## config.mk

```make
export PLATFORM = sky130hd
export DESIGN_NAME = fetch_stage_flat
export DESIGN_NICKNAME = d
export VERILOG_FILES = /design/src/rtl/fetch_stage_pkg.sv /design/src/rtl/fetch_stage_if.sv /design/src/rtl/fetch_stage_fifo.sv /design/src/rtl/fetch_stage.sv /design/src/flat_wrapper.sv
export SDC_FILE = /design/constraint.sdc
export NUM_CORES = 1
export LEC_CHECK = 0
export BUFFER_PORTS_ARGS = -buffer_cell sky130_fd_sc_hd__buf_2
export CAP_MARGIN = 20
export CORE_ASPECT_RATIO = 0.5
export CORE_MARGIN = 8
export CORE_UTILIZATION = 40
export CTS_CLUSTER_DIAMETER = 200
export CTS_CLUSTER_SIZE = 8
export DETAILED_ROUTE_END_ITERATION = 12
export PLACE_DENSITY = 0.61
export SKIP_CTS_REPAIR_TIMING = 1
export SYNTH_ARGS = -nofsm -noshare
export SYNTH_HDL_FRONTEND = slang
export SYNTH_SLANG_ARGS = --single-unit
```

## constraint.sdc

```tcl
create_clock -name clk -period 4.7 [get_ports clk]
set_input_delay 0.47 -clock clk [delete_from_list [all_inputs] [get_ports clk]]
set_output_delay 0.47 -clock clk [all_outputs]
set_load 0.02 [all_outputs]
```

## src/rtl/fetch_stage_pkg.sv

```systemverilog
// rtl/fetch_stage_pkg.sv - shared constants, FSM encoding and queue entry type for the fetch stage
package fetch_stage_pkg;

  localparam logic [31:0] NOP_INSTR  = 32'h0000_0013;
  localparam int          FIFO_DEPTH = 2;
  localparam int          FIFO_CW    = $clog2(FIFO_DEPTH + 1);

  typedef enum logic {
    ST_RUN   = 1'b0,
    ST_DRAIN = 1'b1
  } fetch_state_e;

  typedef struct packed {
    logic [31:0] instr;
    logic [31:0] pc;
  } fetch_entry_t;

endpackage

```

## src/rtl/fetch_stage_if.sv

```systemverilog
// rtl/fetch_stage_if.sv - instruction memory request/response bundle between fetch and imem
interface fetch_stage_if;
  logic        o_imem_req;
  logic [31:0] o_imem_addr;
  logic        i_imem_ready;
  logic        i_imem_rvalid;
  logic [31:0] i_imem_rdata;

  modport master (
    output o_imem_req, o_imem_addr,
    input  i_imem_ready, i_imem_rvalid, i_imem_rdata
  );

  modport slave (
    input  o_imem_req, o_imem_addr,
    output i_imem_ready, i_imem_rvalid, i_imem_rdata
  );
endinterface

```

## src/rtl/fetch_stage_fifo.sv

```systemverilog
// rtl/fetch_stage_fifo.sv - fetch_fifo: small synchronous FIFO with clear, clear wins over push/pop
module fetch_fifo #(
  parameter int DEPTH = 2,
  parameter int WIDTH = 64,
  localparam int AW = (DEPTH > 1) ? $clog2(DEPTH) : 1,
  localparam int CW = $clog2(DEPTH + 1)
) (
  input  logic             clk,
  input  logic             rst_n,
  input  logic             clr_i,
  input  logic             wr_en_i,
  input  logic [WIDTH-1:0] wr_data_i,
  input  logic             rd_en_i,
  output logic [WIDTH-1:0] rd_data_o,
  output logic [CW-1:0]    count_o,
  output logic             empty_o
);

  logic [WIDTH-1:0] mem_q [DEPTH];
  logic [AW-1:0]    wr_ptr_q, wr_ptr_d, rd_ptr_q, rd_ptr_d;
  logic [CW-1:0]    count_q, count_d;
  logic             wr_ok, rd_ok;

  function automatic logic [AW-1:0] ptr_inc(input logic [AW-1:0] p);
    return (p == AW'(DEPTH - 1)) ? '0 : p + AW'(1);
  endfunction

  assign empty_o   = (count_q == '0);
  assign count_o   = count_q;
  assign rd_data_o = mem_q[rd_ptr_q];
  assign wr_ok     = wr_en_i && (count_q != CW'(DEPTH)) && !clr_i;
  assign rd_ok     = rd_en_i && !empty_o && !clr_i;

  always_comb begin
    wr_ptr_d = wr_ptr_q;
    rd_ptr_d = rd_ptr_q;
    count_d  = count_q;
    if (clr_i) begin
      wr_ptr_d = '0;
      rd_ptr_d = '0;
      count_d  = '0;
    end else begin
      if (wr_ok) wr_ptr_d = ptr_inc(wr_ptr_q);
      if (rd_ok) rd_ptr_d = ptr_inc(rd_ptr_q);
      count_d = count_q + CW'(wr_ok) - CW'(rd_ok);
    end
  end

  always_ff @(posedge clk or negedge rst_n) begin
    if (!rst_n) begin
      wr_ptr_q <= '0;
      rd_ptr_q <= '0;
      count_q  <= '0;
    end else begin
      wr_ptr_q <= wr_ptr_d;
      rd_ptr_q <= rd_ptr_d;
      count_q  <= count_d;
    end
  end

  always_ff @(posedge clk) begin
    if (wr_ok) mem_q[wr_ptr_q] <= wr_data_i;
  end

endmodule

```

## src/rtl/fetch_stage.sv

```systemverilog
// rtl/fetch_stage.sv - fetch stage: imem requester, 2-entry instruction queue, decode register
// Optional FETCH_PERF_CNT_EN adds delivered/discarded instruction counters.
module fetch_stage
  import fetch_stage_pkg::*;
#(
  parameter logic [31:0] RESET_PC = 32'h0000_0000
) (
  input  logic               clk,
  input  logic               rst_n,
  input  logic               i_stallD,
  input  logic               i_flushD,
  input  logic               i_redirect,
  input  logic [31:0]        i_redirect_pc,
  fetch_stage_if.master      imem,
  output logic [31:0]        o_InstrD,
  output logic [31:0]        o_PCD,
  output logic [31:0]        o_PCPlus4D,
  output logic               o_validD
`ifdef FETCH_PERF_CNT_EN
  ,
  output logic [31:0]        o_fetch_cnt,
  output logic [15:0]        o_drop_cnt
`endif
);

  fetch_state_e         state_q, state_d;
  logic [31:0]          pc_q, pc_d;
  logic [31:0]          rsp_pc_q, rsp_pc_d;
  logic [1:0]           out_q, out_d;
  logic [1:0]           drop_q, drop_d;
  logic [31:0]          instr_q, instr_d;
  logic [31:0]          pcd_q, pcd_d;
  logic                 valid_q, valid_d;
  logic [31:0]          target;
  logic                 req, accept, dropping, discard, fifo_wr, fifo_pop, deliver;
  logic [FIFO_CW-1:0]   fifo_count;
  logic                 fifo_empty;
  fetch_entry_t         fifo_head, fifo_in;

  // Space is reserved for every outstanding response, so a response always finds a slot.
  assign req      = rst_n && ((3'(out_q) + 3'(fifo_count)) < 3'd2);
  assign accept   = req && imem.i_imem_ready;
  assign discard  = imem.i_imem_rvalid && (i_redirect || dropping);
  assign fifo_wr  = imem.i_imem_rvalid && !discard;
  assign deliver  = !i_flushD && !i_stallD && !fifo_empty;
  assign fifo_pop = deliver;
  assign target   = i_redirect_pc & ~32'h3;
  assign fifo_in  = '{instr: imem.i_imem_rdata, pc: rsp_pc_q};

  assign imem.o_imem_req  = req;
  assign imem.o_imem_addr = pc_q;
  assign o_InstrD         = instr_q;
  assign o_PCD            = pcd_q;
  assign o_PCPlus4D       = pcd_q + 32'd4;
  assign o_validD         = valid_q;

  fetch_fifo #(
    .DEPTH (FIFO_DEPTH),
    .WIDTH ($bits(fetch_entry_t))
  ) u_fifo (
    .clk       (clk),
    .rst_n     (rst_n),
    .clr_i     (i_redirect),
    .wr_en_i   (fifo_wr),
    .wr_data_i (fifo_in),
    .rd_en_i   (fifo_pop),
    .rd_data_o (fifo_head),
    .count_o   (fifo_count),
    .empty_o   (fifo_empty)
  );

  always_comb begin
    out_d    = out_q + {1'b0, accept} - {1'b0, imem.i_imem_rvalid};
    pc_d     = pc_q;
    drop_d   = drop_q;
    rsp_pc_d = rsp_pc_q;
    if (i_redirect) begin
      pc_d     = target;
      drop_d   = out_d;
      rsp_pc_d = target;
    end else begin
      if (accept) pc_d = pc_q + 32'd4;
      if (imem.i_imem_rvalid && (drop_q != 2'd0)) drop_d = drop_q - 2'd1;
      if (fifo_wr) rsp_pc_d = rsp_pc_q + 32'd4;
    end
  end

  always_comb begin
    instr_d = instr_q;
    pcd_d   = pcd_q;
    valid_d = valid_q;
    if (i_flushD) begin
      instr_d = NOP_INSTR;
      valid_d = 1'b0;
    end else if (!i_stallD) begin
      if (!fifo_empty) begin
        instr_d = fifo_head.instr;
        pcd_d   = fifo_head.pc;
        valid_d = 1'b1;
      end else begin
        instr_d = NOP_INSTR;
        valid_d = 1'b0;
      end
    end
  end

  always_ff @(posedge clk or negedge rst_n) begin
    if (!rst_n) state_q <= ST_RUN;
    else        state_q <= state_d;
  end

  always_comb begin
    state_d = state_q;
    case (state_q)
      ST_RUN:   if (i_redirect && (drop_d != 2'd0)) state_d = ST_DRAIN;
      ST_DRAIN: if (drop_d == 2'd0) state_d = ST_RUN;
      default:  state_d = ST_RUN;
    endcase
  end

  always_comb begin
    dropping = 1'b0;
    case (state_q)
      ST_DRAIN: dropping = 1'b1;
      default:  dropping = 1'b0;
    endcase
  end

  always_ff @(posedge clk or negedge rst_n) begin
    if (!rst_n) begin
      pc_q     <= RESET_PC;
      rsp_pc_q <= RESET_PC;
      out_q    <= 2'd0;
      drop_q   <= 2'd0;
      instr_q  <= NOP_INSTR;
      pcd_q    <= 32'd0;
      valid_q  <= 1'b0;
    end else begin
      pc_q     <= pc_d;
      rsp_pc_q <= rsp_pc_d;
      out_q    <= out_d;
      drop_q   <= drop_d;
      instr_q  <= instr_d;
      pcd_q    <= pcd_d;
      valid_q  <= valid_d;
    end
  end

`ifdef FETCH_PERF_CNT_EN
  logic [31:0] fetch_cnt_q;
  logic [15:0] drop_cnt_q;

  always_ff @(posedge clk or negedge rst_n) begin
    if (!rst_n) begin
      fetch_cnt_q <= 32'd0;
      drop_cnt_q  <= 16'd0;
    end else begin
      if (deliver) fetch_cnt_q <= fetch_cnt_q + 32'd1;
      if (discard && (drop_cnt_q != 16'hFFFF)) drop_cnt_q <= drop_cnt_q + 16'd1;
    end
  end

  assign o_fetch_cnt = fetch_cnt_q;
  assign o_drop_cnt  = drop_cnt_q;
`endif

endmodule

```

## src/flat_wrapper.sv

```systemverilog
// flat-port wrapper written by rule: the top's interface ports become plain ports
module fetch_stage_flat import fetch_stage_pkg::*;
#(
  parameter logic [31:0] RESET_PC = 32'h0000_0000
)
  (clk, rst_n, i_stallD, i_flushD, i_redirect, i_redirect_pc, o_InstrD, o_PCD, o_PCPlus4D, o_validD, imem_o_imem_req, imem_o_imem_addr, imem_i_imem_ready, imem_i_imem_rvalid, imem_i_imem_rdata);
  fetch_stage_if imem_i ();
  input  logic clk;
  input  logic rst_n;
  input  logic i_stallD;
  input  logic i_flushD;
  input  logic i_redirect;
  input  logic [31:0] i_redirect_pc;
  output logic [31:0] o_InstrD;
  output logic [31:0] o_PCD;
  output logic [31:0] o_PCPlus4D;
  output logic o_validD;
  output wire logic [$bits(imem_i.o_imem_req)-1:0] imem_o_imem_req;
  output wire logic [$bits(imem_i.o_imem_addr)-1:0] imem_o_imem_addr;
  input wire logic [$bits(imem_i.i_imem_ready)-1:0] imem_i_imem_ready;
  input wire logic [$bits(imem_i.i_imem_rvalid)-1:0] imem_i_imem_rvalid;
  input wire logic [$bits(imem_i.i_imem_rdata)-1:0] imem_i_imem_rdata;
  assign imem_o_imem_req = imem_i.o_imem_req;
  assign imem_o_imem_addr = imem_i.o_imem_addr;
  assign imem_i.i_imem_ready = imem_i_imem_ready;
  assign imem_i.i_imem_rvalid = imem_i_imem_rvalid;
  assign imem_i.i_imem_rdata = imem_i_imem_rdata;
  fetch_stage #(.RESET_PC(RESET_PC)) u_core (.clk(clk), .rst_n(rst_n), .i_stallD(i_stallD), .i_flushD(i_flushD), .i_redirect(i_redirect), .i_redirect_pc(i_redirect_pc), .imem(imem_i), .o_InstrD(o_InstrD), .o_PCD(o_PCD), .o_PCPlus4D(o_PCPlus4D), .o_validD(o_validD));
endmodule
```

# Yosys cells after proc, flatten, opt, wreduce, memory -nomap -nowiden
# Memories as Yosys holds them, arrays and structs flattened.
# Index checks and enable logic that the tools add are counted.
[op_classes]
bitwise = 4
n_addsub = 11
n_reduce_logical = 27
n_eq_ne = 2
order_cmp = 1
n_mux = 25
[op_table]
columns = ["cell", "n"]
rows = [
  ["32-bit two-way mux", 7],
  ["32-bit by 3-bit adder with 32-bit output, second input constant", 3],
  ["1-bit two-way mux", 14],
  ["1-bit logical AND", 12],
  ["2-bit nonzero test", 6],
  ["2-bit two-way mux", 3],
  ["1-bit zero test", 5],
  ["2-bit by 1-bit adder with 2-bit output", 2],
  ["2-bit zero test", 2],
  ["1-bit inverter", 4],
  ["2-bit by 1-bit subtractor with 2-bit output", 2],
  ["2-bit by 2-bit adder with 3-bit output", 1],
  ["3-bit by 2-bit < comparator with 1-bit output, second input constant", 1],
  ["3-bit AND reduction", 1],
  ["1-bit adder, second input constant", 2],
  ["2-bit by 1-bit inequality test with 1-bit output, second input constant", 1],
  ["2-bit inequality test, second input constant", 1],
  ["1-bit case mux with 2 select lines", 1],
  ["2-bit by 1-bit subtractor with 2-bit output, second input constant", 1],
  ["1-bit logical OR", 1],
]
[word_totals]
mem_count = 1
reg_bits = 138
wordCells = 82
ram_bits = 128
inputBits = 71
out_inout_bits = 130
[mem_list]
columns = ["name", "words", "word_bits", "rd", "rd_clocked_by_memory_dff", "write_ports", "line_no", "source"]
rows = [
  ["u_core.u_fifo.mem_q", 2, 64, 1, 0, 1, "fetch_stage_fifo.sv:19", "logic [WIDTH-1:0] mem_q [DEPTH];"],
]

# Depth between registers and ports, before layout
[depth]
ltp_word = 11
ltp_mapped = 9
mapped_depth_nobuf = 9

# Cells and area by module
# Synthesis repeated with hierarchy kept, for this count alone.
[hier_totals]
cells_unflattened = 932
area_unflattened_um2 = 11762.5
[modules_own_cells]
columns = ["mod", "cells_each", "area_each_um2", "n_inst", "seq_area_each_um2"]
rows = [
  ["fetch_stage", 709, 6713.9, 1, 3256.9],
  ["fetch_fifo", 223, 5048.6, 1, 3943.8],
]

# Worst setup path before layout
# Ideal clock, no wire load.
[synth_path]
path_type = "in2reg"
from = "input i_redirect"
to = "memory u_core.u_fifo.mem_q[0][10] (enable)"
setup_ns = 0.482
required_ns = 4.218
t_arrival_ns = 3.888
path_slack_ns = 0.330
n_path_buf = 1
cell_stages = 4
cell_sequence = "clkbuf_1 > nor3b_1 > o21ai_0 > nor2_1"
[synth_between]
elab_chain_len = 8
elab_cells_between_ends = 9
classes_between = "2 x mux; 7 x reduce/logical"
[synth_rtl]
columns = ["element", "line_no", "source"]
rows = [
  ["from (decl)", "flat_wrapper.sv:12", "input logic i_redirect;"],
  ["1-bit logical OR", "fetch_stage.sv:43", "assign discard = imem.i_imem_rvalid && (i_redirect || dropping);"],
  ["1-bit logical AND", "fetch_stage.sv:43", ""],
  ["1-bit zero test", "fetch_stage.sv:44", "assign fifo_wr = imem.i_imem_rvalid && !discard;"],
  ["1-bit logical AND", "fetch_stage.sv:44", ""],
  ["1-bit logical AND", "fetch_stage_fifo.sv:31", "assign wr_ok = wr_en_i && (count_q != CW'(DEPTH)) && !clr_i;"],
  ["1-bit logical AND (*)", "fetch_stage_fifo.sv:31", ""],
  ["1-bit two-way mux (*)", "fetch_stage_fifo.sv:62", "if (wr_ok) mem_q[wr_ptr_q] <= wr_data_i;"],
  ["1-bit two-way mux (implied by the code) (*)", "fetch_stage_fifo.sv:62", ""],
  ["to (decl)", "fetch_stage_fifo.sv:19", ""],
]
# Mark *: on every way between the ends. The rest lies on a longest branch, timed or not.

# Worst setup path after layout
[layout_path]
from = "register u_core.pcd_q[9], in the netlist u_core.o_PCD[9]"
to = "output o_PCPlus4D[27]"
[layout_between]
elab_chain_len = 1
[layout_rtl]
columns = ["element", "line_no", "source"]
rows = [
  ["from (decl)", "fetch_stage.sv:32", "logic [31:0] pcd_q, pcd_d;"],
  ["from (signal assigned)", "fetch_stage.sv:144", "pcd_q <= pcd_d;"],
  ["32-bit by 3-bit adder with 32-bit output", "fetch_stage.sv:54", "assign o_PCPlus4D = pcd_q + 32'd4;"],
  ["to (decl)", "flat_wrapper.sv:16", "output logic [31:0] o_PCPlus4D;"],
]
# Every way passes these cells.

==> key figures <==
Status
  • Status: complete, no violations

Clock network
  • Worst-skew pair later-pin latency: 0.51 ns
  • CTS clk-pin slew, worst paths: 0.05 ns
  • CTS tree: built
  • Clock Path Buffers: 3
  • TritonCTS Sinks: 256
  • TritonCTS Buffers: 37
  • H-tree levels: 2
  • CTS root buf: clkbuf_16

Logic synthesis
  • Post-Synthesis Cells: 958
  • Number of library cell types mapped by synthesis: 61
  • Ys flop type: dfrtp_1
  • Post-synthesis sequential area ratio: 61.7%
  • Number of flops mapped to enable cells by yosys: 124
  • Mapped Area: 11400 µm²
  • Async SR Flop Fraction: 51.6%
  • Synth Register Bits: 256
  • Synthesized area per cell: 11.9 µm²
  • Warnings, synthesis: 0

Worst hold path
  • Worst Hold Launch: imem_i_imem_rdata[14]
  • Worst hold path class: in -> reg
  • Hold path cells: 1
  • Hold endpoint: u_core.u_fifo.mem_q[0][46]

GRT
  • Antenna violations before repair: 0
  • GRT Util Overall: 17.1%
  • Vias in the first global route: 8465
  • Largest net degree at the start of global routing: 92
  • GR Overflow Total: 0
  • First-pass GRT wire length: 47.0 mm

Worst setup path
  • Buf+Inv Stages, Crit Path: 1
  • CP endpoint kind: primary output
  • Cell mode on critical path: nand4_1
  • Slack of the worst reg-to-reg path: 1.72 ns
  • Setup CP Type: reg -> out
  • Worst-path maximum fanout: 9
  • Crit-path max cell delay: 0.77 ns
  • R2R cell count: 7
  • Crit path cell chain: nand4_1, nor4_2, nand4_1, xnor2_1, buf_2
  • CP top delay family: simple AND/OR/NAND/NOR gates
  • R2R Path End: u_core.imem.o_imem_addr[16]
  • Worst Path Arrival: 2.65 ns
  • Setup crit start kind: flop
  • CP max-delay cell: nor4_2
  • Critical Path RT: 4.23 ns
  • R2r startpoint: u_core.u_fifo.count_o[0]

Routing
  • 1st-iter DRT viols: 613
  • Routed Wire Length: 29.8 mm
  • Drt wl/cell: 19.1 µm
  • Drt pass-1 iters: 5
  • Vias: 8402
  • ANT nets after route: 0
  • Drt via density: 5.39
  • Drc violations: 0

Floorplan
  • # IOs: 201
  • # rows: 43
  • Die Wd: 255 µm
  • Initial core utilization: 40.9%
  • Die Y: 135 µm
  • Die footprint: 34500 µm²
  • Core ar.: 27900 µm²

Timing
  • Least-Margin Pin Slew: 0.993 ns
  • Final Setup Violations: 0
  • Final worst-path cycle share: 66.4%
  • Fin. Hold Viols: 0
  • Minimum clock period: 3.12 ns
  • Slew HR: 33.2%
  • Clk_skew: 0.0151 ns
  • Unrepaired setup endpoints after global routing: false
  • Setup TNS Final: 0 ns
  • Slew Limit Fails: 0
  • Fmax achieved: 321 MHz

Pwr
  • VDD IR max: 201 µV
  • Leakage: 5.43 nW
  • Power per cell area: 515 nW/µm²
  • Final Power: 0.00711 W

Layout
  • Synth-to-Final Area Change: 21.3%
  • Most frequent cells in the layout: buf_2, dfrtp_1, edfxtp_1
  • Commonest non-fill, non-tap cell in the layout: buf_2
  • ANT cells: 0
  • Final Net Count: 1232
  • Post-layout util: 49.6%
  • Share of layout cells above drive strength 1: 23.4%

Job
  • Max-cap violations: 0

Placed design
  • Final Wtd Congestion: 0.864
  • IO buf count: 192
  • Post-DP HPWL: 20.5 mm
synthesized netlist by cell type, types with 13 or more instances:
library cell	instances	share of area [%]
and3_1	14	0.77
a211oi_1	13	0.86
nand4_1	39	2.1
a31oi_1	17	0.93
nor2_1	49	1.6
inv_1	18	0.59
nor4_1	15	0.82
dfrtp_1	129	28
edfxtp_1	124	33
xnor2_1	43	3.3
nand2_1	101	3.3
nand3_1	34	1.5
nor3_1	19	0.84
clkbuf_1	36	1.2
a21oi_1	16	0.70
mux2i_1	64	5.6
o21ai_0	70	3.1
per-stage QoR:
stage          hold WS, ns  cell area (µm²)  setup slack (ns)  cells
2_1_floorplan        0.174            11400             0.330    963
3_3_place_gp         0.429            12700              1.63   1494
3_5_place_dp         0.433            12700              1.57   1494
4_1_cts             -0.110            13800              1.53   1557
5_1_grt              0.130            13800              1.45   1558
6_report             0.157            13800              1.58   1558
report_power, final:
part           leakage, nW  internal (W)  total [W]  switching, W
clock network        0.512       0.00152    0.00246      0.000933
logic                 2.16      0.000575    0.00155      0.000979
registers             2.76       0.00269    0.00310      0.000413
layout make-up:
class	count	area [µm²]
Fill cell	2548	14100
Sequential cell	256	7030
Multi-Input combinational cell	634	4110
Clock buffer	62	1060
Timing Repair Buffer	203	1050
Tap cell	382	478
Inverter	20	75.1
Clock inverter	1	8.76
worst register-to-register path, delay by kind of cell, from the launching register on:
family,cells,cell delay [ns]
and+or+nand+nor,4,1.61
adders and majority gates,1,0.46
DFF,1,0.45
buffers and inverters,1,0.23
AOI/OAI and AO/OA,1,0.16
cells by family (layout without fill, tap and decap cells):
family | after synthesis | in the layout | share of synthesized area (%)
AOI/OAI and AO/OA | 153 | 153 | 8.28
xor gates and xnor gates | 51 | 51 | 3.92
adders and majority gates | 9 | 9 | 1.05
buffers and inverters | 73 | 286 | 2.63
DFF | 256 | 256 | 61.7
muxes | 73 | 73 | 6.52
other | 1 | 6 | 0.0329
and+or+nand+nor | 342 | 342 | 15.8
routing by layer:
layer	vias up	routed length, µm	track usage (%)	share of wire, %
li1	3961	-	-	-
met2	212	14900	29.6	50
met5	-	0	0	0
met3	42	1470	3.66	4.9
met4	0	488	4.34	1.6
met1	4187	13000	21.7	44
registers in the layout (all words and copies together), names as in the netlist:
| register | cells |
|---|---|
| u_core.rsp_pc_q | 30 |
| u_core.u_fifo.rd_ptr_q | 1 |
| u_core.out_q | 2 |
| u_core.o_PCD | 30 |
| u_core.u_fifo.wr_ptr_q | 1 |
| u_core.o_validD | 1 |
| u_core.u_fifo.mem_q | 124 |
| u_core.u_fifo.count_o | 2 |
| u_core.state_q | 1 |
| u_core.imem.o_imem_addr | 30 |
| u_core.o_InstrD | 32 |
| u_core.drop_q | 2 |
worst max path at each step:
stage / from / to / slack (ns) / depth (start not counted)
floorplan: i_redirect / u_core.u_fifo.mem_q[0][10] / 0.33 / 4
global placement: imem_i_imem_rvalid / u_core.u_fifo.mem_q[0][50] / 1.63 / 5
detailed placement: imem_i_imem_rvalid / u_core.u_fifo.mem_q[0][54] / 1.57 / 5
CTS: u_core.o_PCD[2] / o_PCPlus4D[27] / 1.53 / 5
global route: u_core.o_PCD[4] / o_PCPlus4D[25] / 1.45 / 5
finish: u_core.o_PCD[9] / o_PCPlus4D[27] / 1.58 / 5
No activity file was read; power rests on OpenSTA's default activity.
